===== config.mk =====
export PLATFORM = sky130hd
export DESIGN_NAME = mpmc10_req_drain
export DESIGN_NICKNAME = d
export VERILOG_FILES = /design/src/rtl/mpmc10_req_drain.sv
export SDC_FILE = /design/constraint.sdc
export NUM_CORES = 1
export LEC_CHECK = 0
export BUFFER_PORTS_ARGS = -buffer_cell sky130_fd_sc_hd__buf_2
export CAP_MARGIN = 20
export CORE_AREA = 4 4 283 285
export DETAILED_ROUTE_END_ITERATION = 16
export DIE_AREA = 0 0 287 289
export PLACE_DENSITY_LB_ADDON = 0.05
export SYNTH_ARGS = -nofsm -noshare
export SYNTH_HDL_FRONTEND = slang
export SYNTH_SLANG_ARGS = --single-unit

===== constraint.sdc =====
create_clock -name clk -period 4.1 [get_ports clk]
set_input_delay 0.205 -clock clk [delete_from_list [all_inputs] [get_ports clk]]
set_output_delay 0.205 -clock clk [all_outputs]
set_load 0.02 [all_outputs]

===== src/rtl/mpmc10_req_drain.sv =====
// mpmc10_req_drain
//   Drains the per-channel mpmc10 request FIFOs. One non-empty channel is
//   picked round-robin, one entry is popped with a read-latency-1 handshake,
//   and the entry is held in an output register until the memory-controller
//   FSM accepts it. If the FIFO is in reset-busy or data_valid never shows up,
//   a short timeout returns the FSM to IDLE so the drain cannot deadlock.
//
// Ports
//   clk            system clock, rising edge
//   rstn           asynchronous active-low reset
//   fifo_empty     per-channel FIFO empty flag
//   fifo_rst_busy  per-channel rd_rst_busy
//   fifo_v         per-channel data_valid (one cycle after rd_fifo)
//   fifo_dout      per-channel FIFO data
//   rd_fifo        per-channel read enable, registered, one-hot or zero
//   req_o          held request entry
//   req_v          req_o valid
//   req_ch         channel that supplied req_o
//   req_rdy        controller accepts req_o when req_v & req_rdy
//   err            one-cycle pulse when a pop times out

package mpmc10_pkg;
   typedef struct packed {
      logic [3:0]  cid;
      logic [7:0]  tid;
      logic        we;
      logic [31:0] adr;
      logic [31:0] dat;
   } mpmc10_fifoe_t;
endpackage

// state | meaning
// IDLE  | look for an eligible channel, grant it and raise its rd_fifo
// POP   | rd_fifo[sel] is high this cycle; timeout counter is loaded
// WAIT  | wait for fifo_v[sel]; capture on it, or give up on timeout
// HOLD  | req_o/req_ch/req_v held until req_rdy
module mpmc10_req_drain
   import mpmc10_pkg::*;
#(
   parameter int NCH = 8,
   parameter int TMO = 3
) (
   input  logic                    clk,
   input  logic                    rstn,
   input  logic [NCH-1:0]          fifo_empty,
   input  logic [NCH-1:0]          fifo_rst_busy,
   input  logic [NCH-1:0]          fifo_v,
   input  mpmc10_fifoe_t [NCH-1:0] fifo_dout,
   output logic [NCH-1:0]          rd_fifo,
   output mpmc10_fifoe_t           req_o,
   output logic                    req_v,
   output logic [2:0]              req_ch,
   input  logic                    req_rdy,
   output logic                    err
);

   typedef enum logic [1:0] {
      ST_IDLE,
      ST_POP,
      ST_WAIT,
      ST_HOLD
   } state_t;

   // The timeout is a down-counter: loaded with TMO-1 in POP, so WAIT lasts
   // at most TMO cycles. err is registered one cycle ahead of the abort, so
   // it is high during the last WAIT cycle; that cycle is committed to the
   // abort and ignores fifo_v. TMO must be 2..4 for the 2-bit counter.
   localparam logic [1:0] CNT_LOAD = 2'(TMO - 1);
   localparam logic [2:0] PTR_RST  = 3'(NCH - 1);

   state_t        state_q, state_d;
   logic [2:0]    sel_q, sel_d;
   logic [2:0]    ptr_q, ptr_d;
   logic [1:0]    cnt_q, cnt_d;
   logic [NCH-1:0] rd_fifo_q, rd_fifo_d;
   mpmc10_fifoe_t req_o_q, req_o_d;
   logic [2:0]    req_ch_q, req_ch_d;
   logic          req_v_q, req_v_d;
   logic          err_q, err_d;

   // Zero-padded to 8 so a 3-bit channel index is always in range.
   logic [7:0]    elig8;
   logic [7:0]    fv8;
   logic          found;
   logic [2:0]    win;
   logic [2:0]    idx;

   always_comb begin
      elig8 = '0;
      fv8   = '0;
      elig8[NCH-1:0] = ~fifo_empty & ~fifo_rst_busy;
      fv8[NCH-1:0]   = fifo_v;
   end

   // Round-robin: search ptr+1, ptr+2, ... wrapping mod NCH; first hit wins.
   always_comb begin
      found = 1'b0;
      win   = '0;
      idx   = '0;
      for (int k = 1; k <= NCH; k++) begin
         idx = 3'((int'(ptr_q) + k) % NCH);
         if (!found && elig8[idx]) begin
            found = 1'b1;
            win   = idx;
         end
      end
   end

   always_comb begin
      state_d   = state_q;
      sel_d     = sel_q;
      ptr_d     = ptr_q;
      cnt_d     = cnt_q;
      rd_fifo_d = '0;
      req_o_d   = req_o_q;
      req_ch_d  = req_ch_q;
      req_v_d   = req_v_q;
      err_d     = 1'b0;
      unique case (state_q)
         ST_IDLE: begin
            if (found) begin
               sel_d = win;
               ptr_d = win;
               for (int i = 0; i < NCH; i++) begin
                  rd_fifo_d[i] = (win == 3'(i));
               end
               state_d = ST_POP;
            end
         end
         ST_POP: begin
            cnt_d   = CNT_LOAD;
            err_d   = (CNT_LOAD == 2'd0);
            state_d = ST_WAIT;
         end
         ST_WAIT: begin
            if (cnt_q == 2'd0) begin
               state_d = ST_IDLE;
            end else if (fv8[sel_q]) begin
               req_o_d  = fifo_dout[sel_q];
               req_ch_d = sel_q;
               req_v_d  = 1'b1;
               state_d  = ST_HOLD;
            end else begin
               cnt_d = cnt_q - 2'd1;
               err_d = (cnt_q == 2'd1);
            end
         end
         ST_HOLD: begin
            if (req_v_q && req_rdy) begin
               req_v_d = 1'b0;
               state_d = ST_IDLE;
            end
         end
         default: state_d = ST_IDLE;
      endcase
   end

   always_ff @(posedge clk or negedge rstn) begin
      if (!rstn) begin
         state_q   <= ST_IDLE;
         sel_q     <= '0;
         ptr_q     <= PTR_RST;
         cnt_q     <= '0;
         rd_fifo_q <= '0;
         req_o_q   <= '0;
         req_ch_q  <= '0;
         req_v_q   <= 1'b0;
         err_q     <= 1'b0;
      end else begin
         state_q   <= state_d;
         sel_q     <= sel_d;
         ptr_q     <= ptr_d;
         cnt_q     <= cnt_d;
         rd_fifo_q <= rd_fifo_d;
         req_o_q   <= req_o_d;
         req_ch_q  <= req_ch_d;
         req_v_q   <= req_v_d;
         err_q     <= err_d;
      end
   end

   assign rd_fifo = rd_fifo_q;
   assign req_o   = req_o_q;
   assign req_ch  = req_ch_q;
   assign req_v   = req_v_q;
   assign err     = err_q;

endmodule

# --- After elaboration in Yosys (flattened, before gate mapping) ---
# Index checks and enable logic that the tools add are counted.
totals:
  reg_bits: 100
  input_bits: 643
  output_inout_bits: 90
  wordCells: 130
classes:
  add_sub_neg: 9
  n_lt_le_gt_ge: 9
  n_eq_ne: 17
  n_mux: 53
  n_bitwise: 4
  n_reduce_logical: 25
ops:
  columns: ["cell", "count"]
  rows:
  - ["binary-select mux 77 bit (select 3 bit)", 1]
  - ["2-to-1 mux 77 bit", 1]
  - ["less-than comparator 3 x 4 -> 1 bit, second input constant", 9]
  - ["binary-select mux 1 bit (select 3 bit)", 9]
  - ["2-to-1 mux 3 bit", 8]
  - ["2-to-1 mux 1 bit", 23]
  - ["2-to-1 mux 8 bit", 2]
  - ["inverter 8 bit", 2]
  - ["adder 3 bit, second input constant", 4]
  - ["== test 3 bit, second input constant", 4]
  - ["2-to-1 mux 2 bit", 6]
  - ["inequality test 2 bit, second input constant", 5]
  - ["AND reduction 3 bit", 3]
  - ["AND 8 bit", 1]
  - ["logical AND 1 bit", 8]
  - ["case mux 2 bit (4 select lines)", 1]
  - ["logical NOT 1 bit", 7]
  - ["adder 3 x 1 -> 3 bit, second input constant", 2]
  - ["adder 3 x 2 -> 3 bit, second input constant", 2]
  - ["== test 3 x 2 -> 1 bit, second input constant", 2]
  - ["== test 2 x 1 -> 1 bit, second input constant", 2]
  - ["== test 2 bit, second input constant", 2]
  - ["logical NOT 2 bit", 2]
  - ["case mux 2 bit (2 select lines)", 1]
  - ["other kinds (9)", 10]

# --- Depth between registers and ports, before layout ---
# Gate-level depths: netlist of run 1.
depth:
  ltp_word: 29
  depth_mapped: 12
  ltp_nobuf: 10

# --- Worst setup path after synthesis of run 1 ---
# No wires, ideal clock.
synth_timing:
  path_kind: "register to register"
  startpoint: "reg ptr_q[0]"
  endpoint: "reg sel_q[0]"
  arrival_ns: 3.274
  required_time_ns: 3.982
  path_slack_ns: 0.708
  stages_incl_launch_ff: 13
  n_path_buf: 3
  path_cell_list: "dfstp_2 -> buf_6 -> inv_1 -> ha_1 -> buf_2 -> inv_1 -> mux4_2 -> nand3b_4 -> or4_4 -> o211ai_2 -> buf_4 -> nor2_1 -> a21o_1"
synth_between:
  elab_chain_cells: 26
  elab_cells_between_ends: 55
  cone_classes: "8 x add/sub; 32 x mux; 15 x reduce/logical"
synth_rtl:
  columns: ["element", "line", "text"]
  rows:
  - ["start: declaration", "73", "logic [2:0] ptr_q, ptr_d;"]
  - ["start signal: assignment", "172", "ptr_q <= ptr_d;"]
  - ["adder 3 x 1 -> 3 bit", "101", "idx = 3'((int'(ptr_q) + k) % NCH);"]
  - ["binary-select mux 1 bit (select 3 bit)", "102", "if (!found && elig8[idx]) begin"]
  - ["2-to-1 mux 1 bit (implied by the code)", "102", null]
  - ["2-to-1 mux 1 bit", "102", null]
  - ["logical NOT 1 bit", "102", null]
  - ["logical AND 1 bit", "102", null]
  - ["2-to-1 mux 1 bit", "102", null]
  - ["logical NOT 1 bit", "102", null]
  - ["[10 not listed]", null, null]
  - ["2-to-1 mux 1 bit", "102", null]
  - ["logical NOT 1 bit", "102", null]
  - ["logical AND 1 bit", "102", null]
  - ["2-to-1 mux 1 bit", "102", null]
  - ["logical NOT 1 bit", "102", null]
  - ["logical AND 1 bit", "102", null]
  - ["2-to-1 mux 1 bit", "102", null]
  - ["AND reduction 2 bit (no line)", null, null]
  - ["end signal: assignment", "171", "sel_q <= sel_d;"]
  - ["end: declaration", "72", "logic [2:0] sel_q, sel_d;"]
# Parallel ways exist; a longest one is shown, timed or not. The select of a mux whose other input is x is not followed.
# A chain may end at the register's enable or synchronous reset.

# --- Worst setup path after layout of run 1 ---
# Ends and elaborated chain as after synthesis.

==> impl_summary.md, run 1 <==
Outcome
The flow ran to the end, and the final reports show no timing, DRC or antenna violations.

Logic synthesis
The complex-gate fraction of the synthesized area is 10.32%. The number of distinct standard cells referenced by the synthesized netlist is slightly below 60. The simple-gate share of the synthesized area is 10.02%. Sequential cells were found to cover between 20% and 30% of the synthesized design area. Ranked by total cell area, the synthesized netlist is headed by sky130_fd_sc_hd__mux4_2, sky130_fd_sc_hd__dfrtp_1, sky130_fd_sc_hd__mux2i_1, sky130_fd_sc_hd__nor2_1, sky130_fd_sc_hd__nand2_1.

The number of warnings reported in the yosys synthesis log is 0. The area share of the largest cell type after synthesis is 40.57%. After Yosys synthesis, full adders, half adders and majority gates account for 0.5565% of the synthesized area. The combinational family with the most area after synthesis is multiplexers. Of all cell types, the one taking the most synthesized area is sky130_fd_sc_hd__mux4_2. The register bit total from synthesis is 100. The count of mapped cells out of synthesis is 774. The share of async-settable or async-resettable flops after synthesis is 100.0%. A synthesized cell averages 11.62 µm². The count of flip-flops with a built-in enable after synthesis is 0. The net count of the mapped netlist is 1,421. The area share of xor/xnor cells in the synthesized design is less than 1%.

Among all flip-flop cells after synthesis, the most frequent one is sky130_fd_sc_hd__dfrtp_1. After synthesis, the share of cell area in mux cells is 46.83%. The netlist area before placement is about 9000 µm².

Detailed routing
The final routed DRC violation total is 0. The detailed router finished its first iteration with between 400 and 500 violations. The number of nets with antenna violations after routing is 0. After detailed routing, the number of vias per cell comes to 3.851.

The wire length reported by the detailed router is around 60,000 µm. The first detailed-routing pass took 5 iterations. After detailed routing, the average wire length per cell comes to 23.91 µm. The routed layout has 9,701 vias.

Timing
The timing-limited maximum frequency is around 0.27 GHz. Setup slack on the critical path of the routed design comes to 0.4038 ns. The measured slew at the worst slew-check pin is 0.8544 ns. The number of setup violations in the final report is 0. The final number of hold-violating endpoints is 0. Setup repair after global routing left no endpoint under its margin. The shortest clock period the worst path allows after layout is 3.696 ns. The total count of max-transition violations in the final report is 0.

The final hold slack is about 0.19 ns. Of the available clock period, the critical path in the final layout requires 90.15%. For the final routed database, the setup TNS stands at 0 ns. The remaining max-slew budget at the tightest pin is a little over two fifths.

The clock skew after layout is 0.006425 ns.

Setup path
The number of logic stages on the critical path including buffering is 10. The number of buffer and inverter instances along the worst setup path is 2. The worst reg2reg path depth is 10. Traced cell by cell, the critical path runs through inv_1 -> ha_1 -> xnor2_1 -> mux4_2 -> nand3b_4 -> or4_4 -> o211ai_2 -> buf_4 -> nor2_1 -> a21o_1. The worst setup path category is reg -> reg.

The stage delay of the slowest cell on the critical path is ~0.67 ns. The sort of element at the end of the critical path is a flop. Broken down by cell family, the worst path's largest delay share belongs to simple AND/OR/NAND/NOR gates.

The maximum net fanout on the critical path is 12. STA classifies the critical path startpoint as a flop. The data required time of the worst path is around 4.4 ns. The cell with the largest stage delay on the worst path is sky130_fd_sc_hd__dfstp_2.

The worst endpoint data arrival time is 3.96 ns.

GRT
The number of global-route vias before repair was ~11,000. For this run the aggregate overflow at the end of global routing stands at 0. Entering global routing, the biggest net connects 80 pins. The first global-routing pass estimated 81,420 µm of wire. The number of antenna violations at the first check in global routing is 16. The global-route total usage across every layer is about 14%.

Clocking
The clock tree from TritonCTS is built. The cell at the root of the clock tree is sky130_fd_sc_hd__clkbuf_16. The maximum level of the CTS H-tree is 3. The clock slew at the register clock pins of the worst setup and hold paths is 0.08 ns. The deepest clock path buffer count is 2. After clock tree synthesis, the setup repair step added 0 buffers.

The CTS buffer count is 9. The clock insertion delay at the later pin of the skew report is 0.38 ns. The clock sink total is 100.

Flow run
Across the run, the number of max-cap violations was 0.

Cells and area
Compared with the post-synthesis result, the final layout area differs by 57.65%. The commonest non-fill, non-tap cell in the layout is sky130_fd_sc_hd__buf_2. The count of nets after finishing is roughly 2,100. The fraction of final layout cells sized beyond drive strength 1 is between 60 and 70%.

Leaving out fill and tap cells, the most frequent cells in the layout are sky130_fd_sc_hd__buf_2, sky130_fd_sc_hd__mux4_2, sky130_fd_sc_hd__nor2_1.

Min path
The worst hold path passes through 3 cells. The class of the most critical hold timing path is in -> reg.

Place
The post-detailed-placement half-perimeter wirelength is 51,670 µm. The count of input and output buffers is 732. Routability-driven placement finished with a final weighted congestion of between 0.7 and 0.8. Prior to clock tree synthesis, the placed netlist has a worst setup slack of 0.4310 ns.

Floorplanning
The core region is 77,340 µm². The die covers roughly 83,000 µm². From left edge to right edge, the die measures 287 µm. The initial cell density of the core is a little under an eighth. The number of I/O pins is 733. Measured along the y axis, the die boundary spans 289 µm. After floorplanning, the core was divided into a little over 100 placement rows.

Pwr
In this run the static leakage power is roughly 6.3 nW. The worst-case IR drop observed on VDD is roughly 0.26 mV. In this run the power density over the cells is 708.9 nW/µm².
==> power by group <==
group / switching (W) / total [W] / leakage [nW] / internal, W
sequential: 0.000418 / 0.00192 / 1.14 / 0.00150
clock: 0.000449 / 0.000901 / 0.136 / 0.000451
combinational: 0.00413 / 0.00723 / 5.07 / 0.00310
total: 0.00500 / 0.0101 / 6.34 / 0.00506
==> registers in the layout, indices dropped and copies added, names as in the netlist <==
register  count
cnt_q         2
err           1
ptr_q         3
rd_fifo       8
req_ch        3
req_o        77
req_v         1
sel_q         3
state_q       2
==> timing repair <==
item | in CTS | in global routing
hold endpoints to repair | 73 | 0
setup endpoints to repair | 0 | 0
resized for setup | 0 | 0
hold buffers | 1 | 0
==> cell type report <==
cell class	count	area, µm²
Clock inverter	4	32.53
Antenna cell	9	22.52
Inverter	12	45.04
Multi-Input combinational cell	589	6136
Clock buffer	12	256.5
Tap cell	1040	1301
Fill cell	8764	63160
Timing Repair Buffer	753	3867
Sequential cell	100	2517
==> layer usage <==
| metal | global-route usage, % | part of all wire [%] | wire [µm] | vias to the layer above |
|---|---|---|---|---|
| li1 | - | - | - | 4445 |
| met1 | 15.65 | 38 | 22660 | 4884 |
| met2 | 25.74 | 55 | 32950 | 323 |
| met3 | 4.233 | 6.5 | 3918 | 41 |
| met4 | 2.322 | 1.1 | 643 | 8 |
| met5 | 0 | 0.090 | 54 | - |
==> cells by family (layout without fill, tap and decap cells) <==
logic type      after synthesis  after routing
simple gates                217            217
mux                         216            216
compound gates              148            148
flops                       100            100
buf+inv                      85            781
fa+ha+maj                     4              4
xor+xnor                      4              4
other cells                   0              9
==> path summary, 6_finish.rpt <==
| check | startpoint | endpoint | slack, ns |
|---|---|---|---|
| setup / recovery | ptr_q[0] | sel_q[0] | 0.40 |
| hold / removal | req_rdy | state_q[1] | 0.19 |
| hold reg to reg | req_ch[1] | req_ch[1] | 0.52 |
| min in group asynchronous | rstn | req_o[57] | 0.46 |
| setup reg to reg | ptr_q[0] | sel_q[0] | 0.40 |
| max in group asynchronous | rstn | req_o[5] | 2.66 |
==> cells in the mapped netlist (all sizes together), types with 4 or more instances <==
library cell  instances
nor3                  6
a31oi                38
buf                  28
a21oi                58
clkbuf               45
inv                  11
mux2i                48
mux4                163
a21o                  8
nand2                84
nor2                107
ha                    4
o211ai                5
mux2                  5
dfrtp                97
a22oi                 4
o21ai                11
==> worst min-delay path: cells and delay by family <==
| family | cells | cell delay (ns) |
|---|---|---|
| simple gates | 1 | 0.10 |
| compound gates | 1 | 0.12 |
| buf+inv | 1 | 0.11 |
==> per-stage QoR <==
stage,util [%],std cells,power [W],area (µm²)
after global routing,18.31,2513,0.01097,14160
after CTS,18.30,2510,0.01042,14160
after floorplan,-,774,0.006750,8994
after detailed placement,17.92,2493,0.009440,13860
after global placement,17.92,2493,0.009491,13860
final,18.33,2519,0.01005,14180
Note: power is estimated with default switching activity, not from simulation.
==> inputs of run 2 (changes only) <==
--- a/config.mk
+++ b/config.mk
@@ -10,6 +10,7 @@
 export CORE_AREA = 4 4 283 285
 export DETAILED_ROUTE_END_ITERATION = 16
 export DIE_AREA = 0 0 287 289
+export MAX_ROUTING_LAYER = met4
 export PLACE_DENSITY_LB_ADDON = 0.05
 export SYNTH_ARGS = -nofsm -noshare
 export SYNTH_HDL_FRONTEND = slang
==> constraint.sdc (replaced) <==
create_clock -name clk -period 4.4 [get_ports clk]
set_input_delay 0.22 -clock clk [delete_from_list [all_inputs] [get_ports clk]]
set_output_delay 0.22 -clock clk [all_outputs]
set_load 0.02 [all_outputs]
==> impl_summary.md, run 2 (synthesis gave the netlist of run 1 again) <==
Timing
The final number of hold-violating endpoints is 0. The remaining max-slew budget at the tightest pin is 40.19%. Setup violations remaining at the end of the flow were counted as 0. The measured slew at the worst slew-check pin is 0.8972 ns. Setup repair after global routing left no endpoint under its margin. The total negative slack is 0 ns. The total count of max-transition violations in the final report came to 0. The timing-limited maximum frequency is 0.2534 GHz. The shortest clock period the worst path allows after layout is 3.946 ns. In the finished design, the share of the clock period the worst path needs comes to 89.68%. Across the routed clock network, the largest skew measured is 0.01557 ns.

GRT
The number of antenna violations at the first check in global routing was 14. The most congested layer reported by global routing is met2. The global routing usage on met2 is 25.78%. Entering global routing, the biggest net connects 90 pins. Global routing used 14.27% of the available tracks. For met1 alone, demand over resource in global routing was 16.32%. For this run the aggregate overflow at the end of global routing stands at 0. For this run, global-route usage on met3 was measured as 3.265%. The number of global-route vias before repair was ~11,000. The first-pass GRT wire length is 82,020 µm.

Setup path
The setup slack of the most critical reg-to-reg path is about 0.45 ns. The startpoint of the worst-slack reg-to-reg timing path is ptr_q[1]. STA classifies the critical path endpoint as a flop. Along the worst path, the maximum fanout reaches 15. The start point of the critical path is ptr_q[1]. The worst setup path is of the reg -> reg kind. The data required time of the worst path is 4.67 ns. In this run the worst setup path terminates at rd_fifo[0]. Data on the critical path arrives at its endpoint at between 4 and 5 ns. In this run the critical register-to-register path is captured at rd_fifo[0]. The launching element type of the critical path is a flop. The worst reg2reg path depth is 9.

Floorplanning
For this design the top-level I/O count stands at 733. The die boundary width is between 200 and 300 µm. The area of the die is 82,940 µm².

Once the floorplan was initialized, standard cells occupied about an eighth of the core. The number of cell rows is 102. The core region area is just under 80,000 µm². The floorplan step set the die height to 289 µm.

Cells and area
Once layout is complete, the utilization of the core stands at a little under a fifth. At the end of the flow, the number of nets in the layout was between 2,000 and 2,500. The top cell types in the final layout, fill and taps aside, are sky130_fd_sc_hd__buf_2, sky130_fd_sc_hd__mux4_2, sky130_fd_sc_hd__nor2_1.

Fill cells in the final layout number 8,800. The post-synthesis to final-layout area growth is 57.75%. The library cell used most frequently in the layout, excluding fill and tap cells, is sky130_fd_sc_hd__buf_2. The fraction of final layout cells sized beyond drive strength 1 is 64.60%. The register with the most flip-flops in the layout has 77 of them.

For this run, the number of standard cells in the final layout without fillers is around 2,500.

Detailed routing
Wires add up to 60,370 µm. The number of DRC markers in iteration 0 is 393. The via-per-instance ratio is 3.874.

The mean routed wirelength per cell is approximately 24 µm. The number of nets with antenna violations after routing is 0. For this run, design rule violations remaining after detail routing come to 0.

The number of detailed-route iterations in the first pass is 4. The total vias in the final route is around 9,700.

Clocking
The number of buffers inserted for hold repair after clock tree synthesis is 1. The number of buffers inserted to repair setup after CTS is 0. The clock tree from TritonCTS is built.

CTS saw 100 sinks. Counting the buffers created by CTS gives 9. The tree is rooted in a sky130_fd_sc_hd__clkbuf_16. The number of gates resized after CTS was 0.

The maximum level of the CTS H-tree is 3. The deepest clock path buffer count is 2. After clock tree synthesis, the clock-pin slew on the worst setup and hold paths is 0.08 ns. The clock insertion delay at the later pin of the skew report is 0.39 ns.

Pwr
In this run switching power makes up 49.36% of total power. The share of total power dissipated in combinational logic is 70.9%. The total power is 0.009458 W.

Per report_power, the clock group accounts for 10.1% of the total. The analysis attributes to net switching a power of 0.004668 W. The maximum vdd drop is slightly above 0.4 mV. The leakage power figure is 6.353 nW. Internal power comes to 0.004790 W.

Of the total power, registers draw a little under a fifth. Dividing total power by cell area gives a power density of between 600 and 700 nW/µm².

Outcome
The flow ran to the end, and the final reports show no timing, DRC or antenna violations.

Place
The final weighted congestion of routability-driven global placement is 0.8302. Once placement completed, the tool counted placed cells totaling between 2,000 and 2,500. In this run the tool buffered the top-level ports with 732 buffer cells. Summed over all nets, the half-perimeter wirelength after detailed placement is 51,500 µm.

Min path
The tightest min-delay check is of the in -> reg type. The cell count of the worst hold path is 3.

Flow run
The max-capacitance violation count is 0.
run 2: cell type report:
| cell class | instances | area [µm²] | share of cell area, % |
|---|---|---|---|
| Tap cell | 1040 | 1301 | 9.172 |
| Multi-Input combinational cell | 589 | 6136 | 43.25 |
| Inverter | 12 | 45.04 | 0.3175 |
| Clock buffer | 10 | 239.0 | 1.684 |
| Timing Repair Buffer | 749 | 3837 | 27.05 |
| Sequential cell | 100 | 2517 | 17.74 |
| Clock inverter | 6 | 91.34 | 0.6438 |
| Antenna cell | 8 | 20.02 | 0.1411 |
run 2: worst min-delay path by stage:
stage | start | to | slack (ns)
floorplan | rstn | cnt_q[0] | -0.08
global placement | rstn | req_o[57] | 0.29
detailed placement | rstn | req_o[57] | 0.28
CTS | req_rdy | state_q[1] | 0.14
global route | req_rdy | state_q[1] | 0.17
finish | req_rdy | state_q[1] | 0.18
run 2: routing by layer:
layer	wire (µm)	vias up
met3	3224	25
met1	23410	4938
li1	-	4444
met4	644	0
met5	0	-
met2	33100	333
run 2: per-stage QoR:
step                hold WS (ns)  area [µm²]  setup slack [ns]
floorplan               -0.07559        8994             1.008
global route              0.1719       14190            0.1011
CTS                       0.1421       14170            0.4093
detailed placement        0.2848       13830            0.4467
global placement          0.2894       13830            0.4529
finish                    0.1803       14190            0.4541
run 2: critical path: stages (launching register included):
cell	delay (ns)
sky130_fd_sc_hd__dfstp_2	0.74
sky130_fd_sc_hd__inv_1	0.15
sky130_fd_sc_hd__ha_1	0.59
sky130_fd_sc_hd__inv_1	0.13
sky130_fd_sc_hd__mux4_2	0.54
sky130_fd_sc_hd__nand3b_4	0.19
sky130_fd_sc_hd__or4_4	0.58
sky130_fd_sc_hd__o211ai_2	0.50
sky130_fd_sc_hd__nor2_1	0.18
sky130_fd_sc_hd__and3_1	0.22
run 2: power groups by stage:
stage / combinational, W / clock, W / sequential (W)
2_1_floorplan: 0.00417 / 0 / 0.00212
3_3_place_gp: 0.00700 / 0 / 0.00183
3_5_place_dp: 0.00694 / 0 / 0.00183
4_1_cts: 0.00695 / 0.00103 / 0.00182
5_1_grt: 0.00738 / 0.00106 / 0.00188
6_report: 0.00671 / 0.000959 / 0.00179
